## src/rtl/riscv_fetch_pkg.sv

```systemverilog
// Shared types and constants for the instruction fetch stage.
// Fetch FSM encoding, the canonical NOP and the sequential PC increment.
package riscv_fetch_pkg;

  typedef enum logic [1:0] {
    ST_FETCH = 2'd0,
    ST_WAIT  = 2'd1,
    ST_HOLD  = 2'd2
  } fetch_state_t;

  localparam logic [31:0] NOP_INSTR = 32'h0000_0013;
  localparam logic [31:0] PC_STEP   = 32'd4;

  // Instruction fetches are word aligned; low address bits are forced to zero.
  function automatic logic [31:0] align_word(input logic [31:0] addr);
    return {addr[31:2], 2'b00};
  endfunction

endpackage

```

## src/rtl/if_id_register.sv

```systemverilog
// IF/ID pipeline register: flush beats hold, hold beats load, otherwise a bubble.
// A bubble or flush clears valid and inserts a NOP but keeps the last PC.
module if_id_register
  import riscv_fetch_pkg::*;
(
  input  logic        clk,
  input  logic        Reset,
  input  logic        flush,
  input  logic        hold,
  input  logic        load,
  input  logic [31:0] instr_in,
  input  logic [31:0] pc_in,
  output logic        valid,
  output logic [31:0] instr,
  output logic [31:0] pc
);

  // NOTE: sequential state uses non-blocking assignments so every register
  // samples the pre-edge values, independent of statement order.
  always_ff @(posedge clk) begin
    if (Reset) begin
      valid <= 1'b0;
      instr <= NOP_INSTR;
      pc    <= '0;
    end else if (flush) begin
      valid <= 1'b0;
      instr <= NOP_INSTR;
    end else if (hold) begin
      valid <= valid;
      instr <= instr;
      pc    <= pc;
    end else if (load) begin
      valid <= 1'b1;
      instr <= instr_in;
      pc    <= pc_in;
    end else begin
      valid <= 1'b0;
      instr <= NOP_INSTR;
    end
  end

endmodule

```

## src/rtl/instr_fetch_unit.sv

```systemverilog
// RISC-V instruction fetch: one outstanding imem request, stall hold buffer,
// redirect flush with a drop flag for the in-flight response, next-PC control.
module instr_fetch_unit
  import riscv_fetch_pkg::*;
(
  input  logic        clk,
  input  logic        Reset,
  input  logic [31:0] pc_cur,
  output logic [31:0] pc_next,
  output logic        pc_le,
  output logic        imem_req,
  output logic [31:0] imem_addr,
  input  logic        imem_gnt,
  input  logic        imem_rvalid,
  input  logic [31:0] imem_rdata,
  input  logic        stall,
  input  logic        redirect,
  input  logic [31:0] redirect_target,
  output logic        ifid_valid,
  output logic [31:0] ifid_instr,
  output logic [31:0] ifid_pc
);

  fetch_state_t state, state_d;
  logic         drop, drop_d;
  logic [31:0]  hold_buf, hold_buf_d;
  logic         ifid_flush, ifid_hold, ifid_load;
  logic [31:0]  ifid_load_instr;

  assign imem_addr = pc_cur;

  always_ff @(posedge clk) begin
    if (Reset) begin
      state    <= ST_FETCH;
      drop     <= 1'b0;
      hold_buf <= '0;
    end else begin
      state    <= state_d;
      drop     <= drop_d;
      hold_buf <= hold_buf_d;
    end
  end

  always_comb begin
    // NOTE: every output of this block gets a default first, so no path
    // through the case/if tree can leave a value unassigned and infer a latch.
    state_d         = state;
    drop_d          = drop;
    hold_buf_d      = hold_buf;
    imem_req        = 1'b0;
    pc_le           = 1'b0;
    pc_next         = pc_cur + PC_STEP;
    ifid_flush      = 1'b0;
    ifid_hold       = 1'b0;
    ifid_load       = 1'b0;
    ifid_load_instr = hold_buf;

    if (!Reset) begin
      ifid_flush = redirect;
      ifid_hold  = stall;
      if (redirect) begin
        pc_le   = 1'b1;
        pc_next = align_word(redirect_target);
      end

      unique case (state)
        ST_FETCH: begin
          imem_req = 1'b1;
          if (imem_gnt) begin
            state_d = ST_WAIT;
            // A granted request now targets the stale PC; its reply must be dropped.
            drop_d  = redirect;
          end
        end
        ST_WAIT: begin
          if (redirect) begin
            drop_d  = !imem_rvalid;
            if (imem_rvalid) state_d = ST_FETCH;
          end else if (imem_rvalid) begin
            state_d = ST_FETCH;
            if (drop) begin
              drop_d = 1'b0;
            end else if (!stall) begin
              ifid_load       = 1'b1;
              ifid_load_instr = imem_rdata;
              pc_le           = 1'b1;
            end else begin
              hold_buf_d = imem_rdata;
              state_d    = ST_HOLD;
            end
          end
        end
        ST_HOLD: begin
          if (redirect) begin
            state_d = ST_FETCH;
          end else if (!stall) begin
            ifid_load = 1'b1;
            pc_le     = 1'b1;
            state_d   = ST_FETCH;
          end
        end
        default: state_d = ST_FETCH;
      endcase
    end
  end

  // PC is only advanced once the word is delivered, so pc_cur is still its address.
  if_id_register u_if_id (
    .clk      (clk),
    .Reset    (Reset),
    .flush    (ifid_flush),
    .hold     (ifid_hold),
    .load     (ifid_load),
    .instr_in (ifid_load_instr),
    .pc_in    (pc_cur),
    .valid    (ifid_valid),
    .instr    (ifid_instr),
    .pc       (ifid_pc)
  );

endmodule
```

## config.mk

```make
export PLATFORM = sky130hd
export DESIGN_NAME = instr_fetch_unit
export DESIGN_NICKNAME = d
export VERILOG_FILES = /design/src/rtl/riscv_fetch_pkg.sv /design/src/rtl/if_id_register.sv /design/src/rtl/instr_fetch_unit.sv
export SDC_FILE = /design/constraint.sdc
export NUM_CORES = 1
export LEC_CHECK = 0
export CAP_MARGIN = 20
export CORE_MARGIN = 4
export CORE_UTILIZATION = 45
export DETAILED_ROUTE_END_ITERATION = 12
export PLACE_DENSITY = 0.95
export SYNTH_ARGS = -nofsm -noshare
export SYNTH_HDL_FRONTEND = slang
export SYNTH_SLANG_ARGS = --single-unit
```

## constraint.sdc

```tcl
create_clock -name clk -period 4 [get_ports clk]
set_input_delay 0.8 -clock clk [delete_from_list [all_inputs] [get_ports clk]]
set_output_delay 0.8 -clock clk [all_outputs]
set_load 0.01 [all_outputs]
```

Word-level counts from Yosys, hierarchy flattened
Index checks and enable logic that the tools add are counted.
Cells by class
  bitwise gates (word level): 4
  reduce and logical (&&, ||, !) cells: 8
  mux-type cells: 41
  equality and inequality tests: 6
  add/subtract/negate cells: 1
Operator list (number)
  32-bit 2-to-1 mux: 8
  32-bit by 3-bit adder with 32-bit output, second input constant: 1
  1-bit 2-to-1 mux: 21
  2-bit 2-to-1 mux: 8
  3-bit AND reduction: 3
  3-bit != test, second input constant: 2
  1-bit one-hot mux with 2 select lines: 3
  2-bit one-hot mux with 3 select lines: 1
  5-bit AND reduction: 1
  2-bit != test, second input constant: 2
  1-bit inverter: 4
  2-bit by 1-bit == test with 1-bit output, second input constant: 1
  2-bit == test, second input constant: 1
  2-bit zero test: 1
  2-bit nonzero test: 1
  2-bit OR reduction: 1
  1-bit zero test: 1
Word-level totals
  bits in registers: 100
  output and inout port bits: 131
  word-level logic and storage cells: 66
  input bits: 102

Logic depth before layout (Yosys ltp)
Gate-level depths: netlist of run 1.
  word-level depth: 7
  gate-level depth with buffers: 8
  gate-level depth less buffers: 6

Modules after synthesis
From an unflattened synthesis of run 1, not the netlist that was laid out.
Second synthesis, totals
  cells, all modules: 697
  area total of the unflattened synthesis: 5821.8 sq um
Modules (own cells, without submodules)
  instr_fetch_unit: instances 1, cells each 411, sequential area each 700.7 sq um, area an instance 2920.3 sq um
  if_id_register: instances 1, cells each 286, sequential area each 1301.2 sq um, area an instance 2901.5 sq um

Worst setup path before layout of run 1
Ideal clock, no wire load.
  path kind: input-to-output
  start: input pc_cur[2]
  end: output pc_next[26]
  arrival: 2.470 ns
  path slack: 0.730 ns
  buffers on the path: 1
  data required time: 3.200 ns
  cell stages on the path: 6
  path through: ha_1 > nand3_1 > or4_1 > buf_2 > or4_1 > a31oi_1
Between the ends
  word-level cells in the longest chain between the ends: 3
RTL lines
  start: declaration: RTL line instr_fetch_unit.sv:8  | input logic [31:0] pc_cur,
  32-bit by 3-bit adder with 32-bit output (*): RTL line instr_fetch_unit.sv:52  | pc_next = pc_cur + PC_STEP;
  32-bit 2-to-1 mux: RTL line instr_fetch_unit.sv:61  | if (redirect) begin
  32-bit 2-to-1 mux (*): RTL line instr_fetch_unit.sv:58  | if (!Reset) begin
  end: declaration: RTL line instr_fetch_unit.sv:9  | output logic [31:0] pc_next,
Every way passes the cells marked *; elsewhere a longest branch is shown, timed or not.

Final worst setup path of run 1
  start: input pc_cur[10]
  end: output pc_next[25]
Same word-level chain as after synthesis.

==> results_dict.tcl, run 1 <==
set metrics [dict create \
    yosys.area.top_type "dfxtp_1" \
    tightest_slew_ps 931 \
    cp.arrival_ps 3160 \
    clk_path_buf_depth 2 \
    period_share_pct 99.0 \
    cap_violations 0 \
    p_leak_nw 2.94 \
    start_util_pct 46.1 \
    track_usage_pct 26.4 \
    synth-async-reset-ratio_pct 0 \
    finalSetupViolCount 0 \
    grt_antenna_before_repair 1 \
    synth_cells 704 \
    crit_type "input pin to output port" \
    design.die.area_mm2 0.0142 \
    fin_cells 1085 \
    num_rows 40 \
    slew_headroom_pct 37.8 \
    worstSkewPairLatency_ps 350 \
    hold_class "flop to flop" \
    ant_nets 0 \
    fin_util_pct 69.0 \
    worst_ep_required_time_ps 3200 \
    drt-vias-per-instance 5.55 \
    power_density_mw_per_mm2 289 \
    pin_count 233 \
    synth_edf_count 0 \
    finish.instance_area_mm2 0.00833 \
    drive_gt1_share_pct 13.1 \
    synth_seq_area_share_pct 36.0 \
    grt_max_degree 39 \
    syn_area_mm2 0.00556 \
    post-cts-setup-buffers 0 \
    via_count 6019 \
    fp.dieW_um 119 \
    ys_seq_elements 100 \
    hold_viol_final 0 \
    total_power_w 0.00240 \
    yosysMostFrequentCell "dfxtp_1" \
    tns_ps 0 \
    crit_fanout 12 \
    wl_mm 19.3 \
    detail_route.iter0.violations 557 \
    numCtsBuffers 9 \
    htree_levels 3 \
    place_inst 1068 \
    r2r.worst_path.cells 6 \
    synthTopCellsByArea "dfxtp_1, nand2_1, mux2_2, o21ai_0, buf_4" \
    fp.dieH_um 119 \
    status "finished clean" \
    portBuffers 230 \
    core_mm2 0.0121 \
    syn_area_per_cell_um2 7.90 \
    ys_types 40 \
    grt_pass1_vias 5737 \
    dpl_cell_area_mm2 0.00804 \
    overflow 0 \
    place_congestion 0.857 \
    hold_depth 2 \
    wire_per_inst_um 17.8 \
    slew_violations 0 \
    layout.nets 1017 \
    synth_top_area_share_pct 36.0 \
    syn-num-nets 810 \
    ys_warn_count 0 \
    dr.pass1.iters 5 \
    skew_ps 5.86 \
    fmax_mhz 252 \
    clkTransAtPathRegs_ps 70 \
    start_kind "input pin" \
    worstSetupEndpointType "output port" \
    cts-hold-fix-buffers 0 \
    cts_tree "yes" \
    grt_pass1_wl_mm 30.2 \
    cts_sinks 100 \
    drc 0 \
    synth_commonest_cells "dfxtp_1, nand2_1, clkbuf_1, o21ai_0, nand3_1" \
    hpwl_mm 14.0 \
    area_growth_pct 49.7 \
    min_period_ps 3960 \
    synth_flop_cell "dfxtp_1" \
    peakVddDrop_uv 267 \
    cts-root-buf "clkbuf_16" \
]
-- final timing paths --
path           startpoint           endpoint  slack, ps
max reg2reg      state[1]  u_if_id.instr[28]       1630
max            pc_cur[10]        pc_next[25]         40
min reg2reg  hold_buf[30]       hold_buf[30]        450
min          hold_buf[30]       hold_buf[30]        450
-- power by group --
group	total [W]	leakage [nW]	switching [W]	internal [W]
Sequential	0.00102	0.806	0.00000885	0.00101
Combinational	0.000499	1.99	0.000259	0.000239
Clock	0.000887	0.146	0.000382	0.000505
Total	0.00240	2.94	0.000651	0.00175
-- per-stage QoR --
stage	hold slack, ps	setup slack, ps
after floorplan	433	730
after global placement	438	-321
after detailed placement	445	-364
after CTS	454	7.87
after global routing	474	-12.7
final	452	39.4
-- cell type report --
type	count	area, µm²
Antenna cell	1	2.50
Clock buffer	11	243
Clock inverter	5	60.1
Fill cell	881	3730
Inverter	10	37.5
Multi-Input combinational cell	504	3110
Sequential cell	100	2000
Tap cell	168	210
Timing Repair Buffer	286	2670
-- sequential cells by signal, summed over array words and instances, names as in the netlist --
register and cells:
state 2, hold_buf 32, u_if_id.pc 32, u_if_id.instr 32
u_if_id.valid 1, drop 1
-- cell families after synthesis --
group / Yosys count / synth area share [%]
multiplexers: 33 / 6.52
adder cells (fa/ha/maj): 4 / 0.900
AND/OR/NAND/NOR: 278 / 25.7
AO/OA/AOI/OAI: 177 / 19.9
flip-flops: 100 / 36.0
buffers and inverters: 100 / 9.06
XOR/XNOR: 12 / 1.89
-- cell usage in the layout (no fill, tap or decap), drive strengths merged, types with 2 or more instances in the layout --
cell type | Yosys | layout
nand4 | 5 | 5
nor4 | 3 | 3
nand2b | 9 | 9
or3 | 11 | 11
mux2 | 26 | 26
o31ai | 11 | 11
xor2 | 2 | 2
nand2 | 94 | 94
a2111oi | 4 | 4
o21a | 31 | 31
xnor2 | 10 | 10
a21oi | 34 | 34
clkinv | 0 | 2
clkbuf | 49 | 18
nor2 | 27 | 27
dlygate4sd2 | 0 | 8
clkdlybuf4s50 | 0 | 211
inv | 10 | 11
buf | 41 | 59
nor3 | 3 | 3
ha | 4 | 4
nor2b | 32 | 32
or4 | 13 | 13
dfxtp | 100 | 100
mux2i | 7 | 7
and3 | 6 | 6
and2 | 32 | 32
nand3 | 40 | 40
a31oi | 15 | 15
a211oi | 29 | 29
o21ai | 49 | 49
-- worst max-delay path, cell delays in order --
cell and delay (ps):
clkdlybuf4s50_1 540, nand3_4 120, or4_1 560, buf_4 200, or4_1 480, a31oi_1 160
dlygate4sd2_1 280
-- routing by layer --
metal	vias up	routed length [µm]	track usage (%)
met5	-	0	0
met1	2789	7120	30.4
met3	48	1920	8.02
li1	2849	-	-
met2	333	9560	45.3
met4	0	696	11.2
-- repair_timing --
item	CTS	global route
hold endpoints to repair	0	0
pin swaps	0	2
resized for setup	26	18
endpoints found under the setup margin	17	12
Note: power is estimated with default switching activity, not from simulation.
==> inputs of run 2 (changes only) <==
--- a/config.mk
+++ b/config.mk
@@ -5,11 +5,13 @@
 export SDC_FILE = /design/constraint.sdc
 export NUM_CORES = 1
 export LEC_CHECK = 0
-export CAP_MARGIN = 20
+export CAP_MARGIN = 5
 export CORE_MARGIN = 4
 export CORE_UTILIZATION = 45
 export DETAILED_ROUTE_END_ITERATION = 12
-export PLACE_DENSITY = 0.95
+export DONT_BUFFER_PORTS = 1
+export PLACE_DENSITY = 0.71
+export SKIP_LAST_GASP = 1
 export SYNTH_ARGS = -nofsm -noshare
 export SYNTH_HDL_FRONTEND = slang
 export SYNTH_SLANG_ARGS = --single-unit
==> results_dict.tcl, run 2 (synthesized netlist as in run 1, its figures left out) <==
set metrics [dict create \
    design.die.area_mm2 0.0142 \
    total_power_w 0.00209 \
    max_stage_delay_ps 730 \
    cts-hold-fix-buffers 0 \
    start_util_pct 46.1 \
    crit_fanout 10 \
    worst_ep_required_time_ps 3200 \
    reg2reg_from "state[0]" \
    num_rows 40 \
    reg2reg_setup_slack_ps 1430 \
    layout.nets 743 \
    ant_nets 0 \
    pin_count 233 \
    post-cts-setup-buffers 0 \
    cap_violations 0 \
    drive_gt1_share_pct 9.35 \
    r2r-end "u_if_id.pc[22]" \
    hold_end "hold_buf[3]" \
    dr.pass1.iters 5 \
    hp-start "hold_buf[3]" \
    peakVddDrop_uv 212 \
    insertedDiodeCount 0 \
    crit_top_cell "or4_1" \
    cts_resized 0 \
    status "finished clean" \
    tns_ps 0 \
    hpwl_mm 10.9 \
    numCtsBuffers 9 \
    start_kind "input pin" \
    wl_mm 15.6 \
    cp.arrival_ps 2770 \
    slew_headroom_pct 20.0 \
    grt_max_degree 75 \
    period_share_pct 89.3 \
    critical-path-top-delay-family "simple AND/OR/NAND/NOR gates" \
    min_period_ps 3570 \
    portBuffers 0 \
    htree_levels 3 \
    critPathBufInv 0 \
    final_common_cell "dfxtp_1" \
    r2r.worst_path.cells 5 \
    tightest_slew_ps 1200 \
    slew_violations 0 \
    grt_pass1_wl_mm 24.9 \
    grt_pass1_vias 4757 \
    via_count 4899 \
    track_usage_pct 21.6 \
    core_mm2 0.0121 \
    power_density_mw_per_mm2 367 \
    place_congestion 0.851 \
    p_leak_nw 1.83 \
    fp.dieH_um 119 \
    grt_antenna_before_repair 0 \
    dpl_cell_area_mm2 0.00541 \
    worstSkewPairLatency_ps 350 \
    cts_tree "yes" \
    wire_per_inst_um 19.3 \
    skew_ps 8.21 \
    clkTransAtPathRegs_ps 60 \
    largestRegisters "hold_buf x32, u_if_id.instr x32, u_if_id.pc x32" \
    path_cells "ha_1, nand3_1, or4_1, or4_1, a31oi_1" \
    num-fill-cells 1163 \
    cts-root-buf "clkbuf_16" \
    fmax_mhz 280 \
    final_cell_mix "dfxtp_1, nand2_1, o21ai_0" \
    overflow 0 \
    worstSetupEndpointType "output port" \
    crit_type "input pin to output port" \
    finalSetupViolCount 0 \
    drt-vias-per-instance 6.05 \
    hold_class "flop to flop" \
    hold_depth 2 \
    fp.dieW_um 119 \
    cts_sinks 100 \
    hold_viol_final 0 \
    drc 0 \
    area_growth_pct 2.45 \
    whs_ps 450 \
    critPathSlowestCell "or4_1" \
    crit_cells 5 \
    clk_path_buf_depth 2 \
    rsz0062_at_grt "no" \
    detail_route.iter0.violations 284 \
    finish.instance_area_mm2 0.00570 \
]
==> run 2: cell count changes in the layout (fill, tap and decap cells not counted), moves of 2 or more <==
cell,before,now
clkdlybuf4s50_1,211,0
buf_4,56,12
dlygate4sd2_1,8,0
clkbuf_2,7,0
buf_2,3,0
nand3_1,37,39
==> run 2: how the worst max path moves through the flow <==
| stage | endpoint | from | slack [ps] |
|---|---|---|---|
| after detailed placement | pc_next[28] | pc_cur[2] | 430 |
| after global routing | pc_next[28] | pc_cur[2] | 370 |
| final | pc_next[28] | pc_cur[2] | 430 |
| after floorplan | pc_next[26] | pc_cur[2] | 730 |
| after global placement | pc_next[28] | pc_cur[2] | 460 |
| after CTS | pc_next[28] | pc_cur[2] | 430 |
==> run 2: worst reg2reg max path, cell delays in order, from the launching register on <==
cell and delay [ps]:
dfxtp_1 360, inv_1 70, ha_1 270, nand2b_1 370, nor2_4 950, mux2_2 430
==> run 2: layout make-up <==
type	instances	area [µm²]	area share (%)
Inverter	10	37.5	0.658
Tap cell	168	210	3.69
Clock inverter	5	45.0	0.790
Timing Repair Buffer	12	90.1	1.58
Sequential cell	100	2000	35.1
Clock buffer	11	243	4.26
Multi-Input combinational cell	504	3070	53.9
==> run 2: where the power goes <==
part	switching, W	leakage (nW)	internal [W]
registers	0.0000108	0.806	0.00101
clock network	0.000399	0.138	0.000448
logic	0.000161	0.887	0.0000636
total	0.000571	1.83	0.00152
==> run 2: layer usage <==
layer	part of all wire, %	global-route usage [%]
met2	49	37.2
met3	9.4	5.98
met5	0	0
met1	39	24.8
met4	2.8	9.63
==> run 2: through the flow <==
step           utilization [%]  setup slack [ps]  cells
2_1_floorplan                -               730    704
6_report                  47.3               428    810
3_3_place_gp              44.9               457    794
5_1_grt                   47.3               365    810
3_5_place_dp              44.9               432    794
4_1_cts                   47.3               432    810
==> inputs of run 3 (changes only) <==
--- a/config.mk
+++ b/config.mk
@@ -6,7 +6,7 @@
 export NUM_CORES = 1
 export LEC_CHECK = 0
 export CAP_MARGIN = 5
-export CORE_MARGIN = 4
+export CORE_MARGIN = 1.5
 export CORE_UTILIZATION = 45
 export DETAILED_ROUTE_END_ITERATION = 12
 export DONT_BUFFER_PORTS = 1
==> results_dict.tcl, run 3 (synthesized netlist as in run 1, its figures left out) <==
set metrics [dict create \
    via_count 4792 \
    overflow 0 \
    grt_max_degree 75 \
    pin_count 233 \
    crit_fanout 10 \
    portBuffers 0 \
    grt_antenna_before_repair 0 \
    grt_pass1_vias 4523 \
    finalSetupViolCount 0 \
    cap_violations 0 \
    slew_violations 0 \
    core_mm2 0.0120 \
    slew_headroom_pct 29.7 \
    hpwl_mm 10.4 \
    crit_type "input pin to output port" \
    place_congestion 0.855 \
    area_growth_pct 2.90 \
    finish.instance_area_mm2 0.00573 \
    drive_gt1_share_pct 9.35 \
    design.die.area_mm2 0.0130 \
    path_cells "ha_1, nand3_1, or4_1, or4_1, a31oi_1" \
    worst_ep_required_time_ps 3200 \
    cts_tree "yes" \
    wl_mm 15.0 \
    cts_sinks 100 \
    fmax_mhz 277 \
    rsz0062_at_grt "no" \
    final_common_cell "dfxtp_1" \
    hold_class "flop to flop" \
    dr.pass1.iters 5 \
    cts-root-buf "clkbuf_16" \
    min_period_ps 3610 \
    htree_levels 3 \
    grt_pass1_wl_mm 23.4 \
    drt-vias-per-instance 6.07 \
    track_usage_pct 22.7 \
    period_share_pct 90.4 \
    reg2reg_setup_slack_ps 1270 \
    insertedDiodeCount 0 \
    cp.arrival_ps 2810 \
    fin_cells 789 \
    worstSetupEndpointType "output port" \
    max_stage_delay_ps 740 \
    skew_ps 10.4 \
    hold_viol_final 0 \
    num-fill-cells 1161 \
    cts_resized 0 \
    status "finished clean" \
    critical-path-top-delay-family "simple AND/OR/NAND/NOR gates" \
    r2r-end "u_if_id.instr[9]" \
    worstSkewPairLatency_ps 350 \
    detail_route.iter0.violations 372 \
    peakVddDrop_uv 257 \
    clk_path_buf_depth 2 \
    largestRegisters "hold_buf x32, u_if_id.instr x32, u_if_id.pc x32" \
    hold_depth 2 \
    start_util_pct 46.3 \
    tightest_slew_ps 1050 \
    fp.dieW_um 114 \
    num_rows 40 \
    cts-hold-fix-buffers 0 \
    p_leak_nw 1.86 \
    wire_per_inst_um 19.0 \
    critPathSlowestCell "or4_1" \
    place_inst 773 \
    crit_top_cell "or4_1" \
    dpl_cell_area_mm2 0.00538 \
    start_kind "input pin" \
    hp-start "hold_buf[6]" \
    fin_util_pct 47.7 \
    final_cell_mix "dfxtp_1, nand2_1, o21ai_0" \
    post-cts-setup-buffers 0 \
    tns_ps 0 \
    hold_end "hold_buf[6]" \
    r2r.worst_path.cells 7 \
    ant_nets 0 \
    numCtsBuffers 9 \
    reg2reg_from "state[1]" \
    layout.nets 743 \
    clkTransAtPathRegs_ps 70 \
    critPathBufInv 0 \
    drc 0 \
    fp.dieH_um 114 \
    power_density_mw_per_mm2 389 \
]
==> run 3: routing by layer <==
| layer | GRT usage [%] | vias to the layer above | part of all wire [%] |
|---|---|---|---|
| li1 | - | 2293 | - |
| met1 | 25.8 | 2245 | 39 |
| met2 | 39.0 | 224 | 49 |
| met3 | 7.46 | 30 | 9.4 |
| met4 | 10.0 | 0 | 2.9 |
| met5 | 0 | - | 0 |
==> run 3: cell type report <==
cell class / count / area, µm² / area share, %
inverters: 10 / 37.5 / 0.656
repair buffers: 12 / 90.1 / 1.57
flip-flops and latches: 100 / 2000 / 35.0
well taps: 147 / 184 / 3.21
multi-input cells: 504 / 3070 / 53.6
clock inverters: 7 / 116 / 2.03
clock buffers: 9 / 225 / 3.93
==> run 3: where the power goes <==
group,internal (W),switching [W],leakage (nW)
registers,0.00101,0.0000105,0.806
clock network,0.000566,0.000418,0.167
logic,0.0000641,0.000160,0.886
total,0.00164,0.000588,1.86
==> run 3: worst max-delay path by stage <==
stage / slack, ps / endpoint / from / cells past startpoint
after floorplan: 730 / pc_next[26] / pc_cur[2] / 6
after global placement: 460 / pc_next[28] / pc_cur[2] / 5
after detailed placement: 410 / pc_next[28] / pc_cur[2] / 5
after CTS: 410 / pc_next[28] / pc_cur[2] / 5
after global routing: 230 / pc_next[28] / pc_cur[2] / 5
final: 390 / pc_next[28] / pc_cur[2] / 5
==> run 3: worst register-to-register path, delay by kind of cell (launching register included) <==
family	cells	cell delay, ps
buf+inv	3	1110
flops	1	360
compound gates	3	740
fa+ha+maj	1	480
==> run 3: per-stage QoR <==
stage | setup WS [ps] | hold WS, ps | total power, W
4_1_cts | 410 | 448 | 0.00225
3_3_place_gp | 463 | 432 | 0.00126
2_1_floorplan | 730 | 433 | 0.00126
6_report | 386 | 453 | 0.00223
3_5_place_dp | 408 | 437 | 0.00126
5_1_grt | 226 | 465 | 0.00232
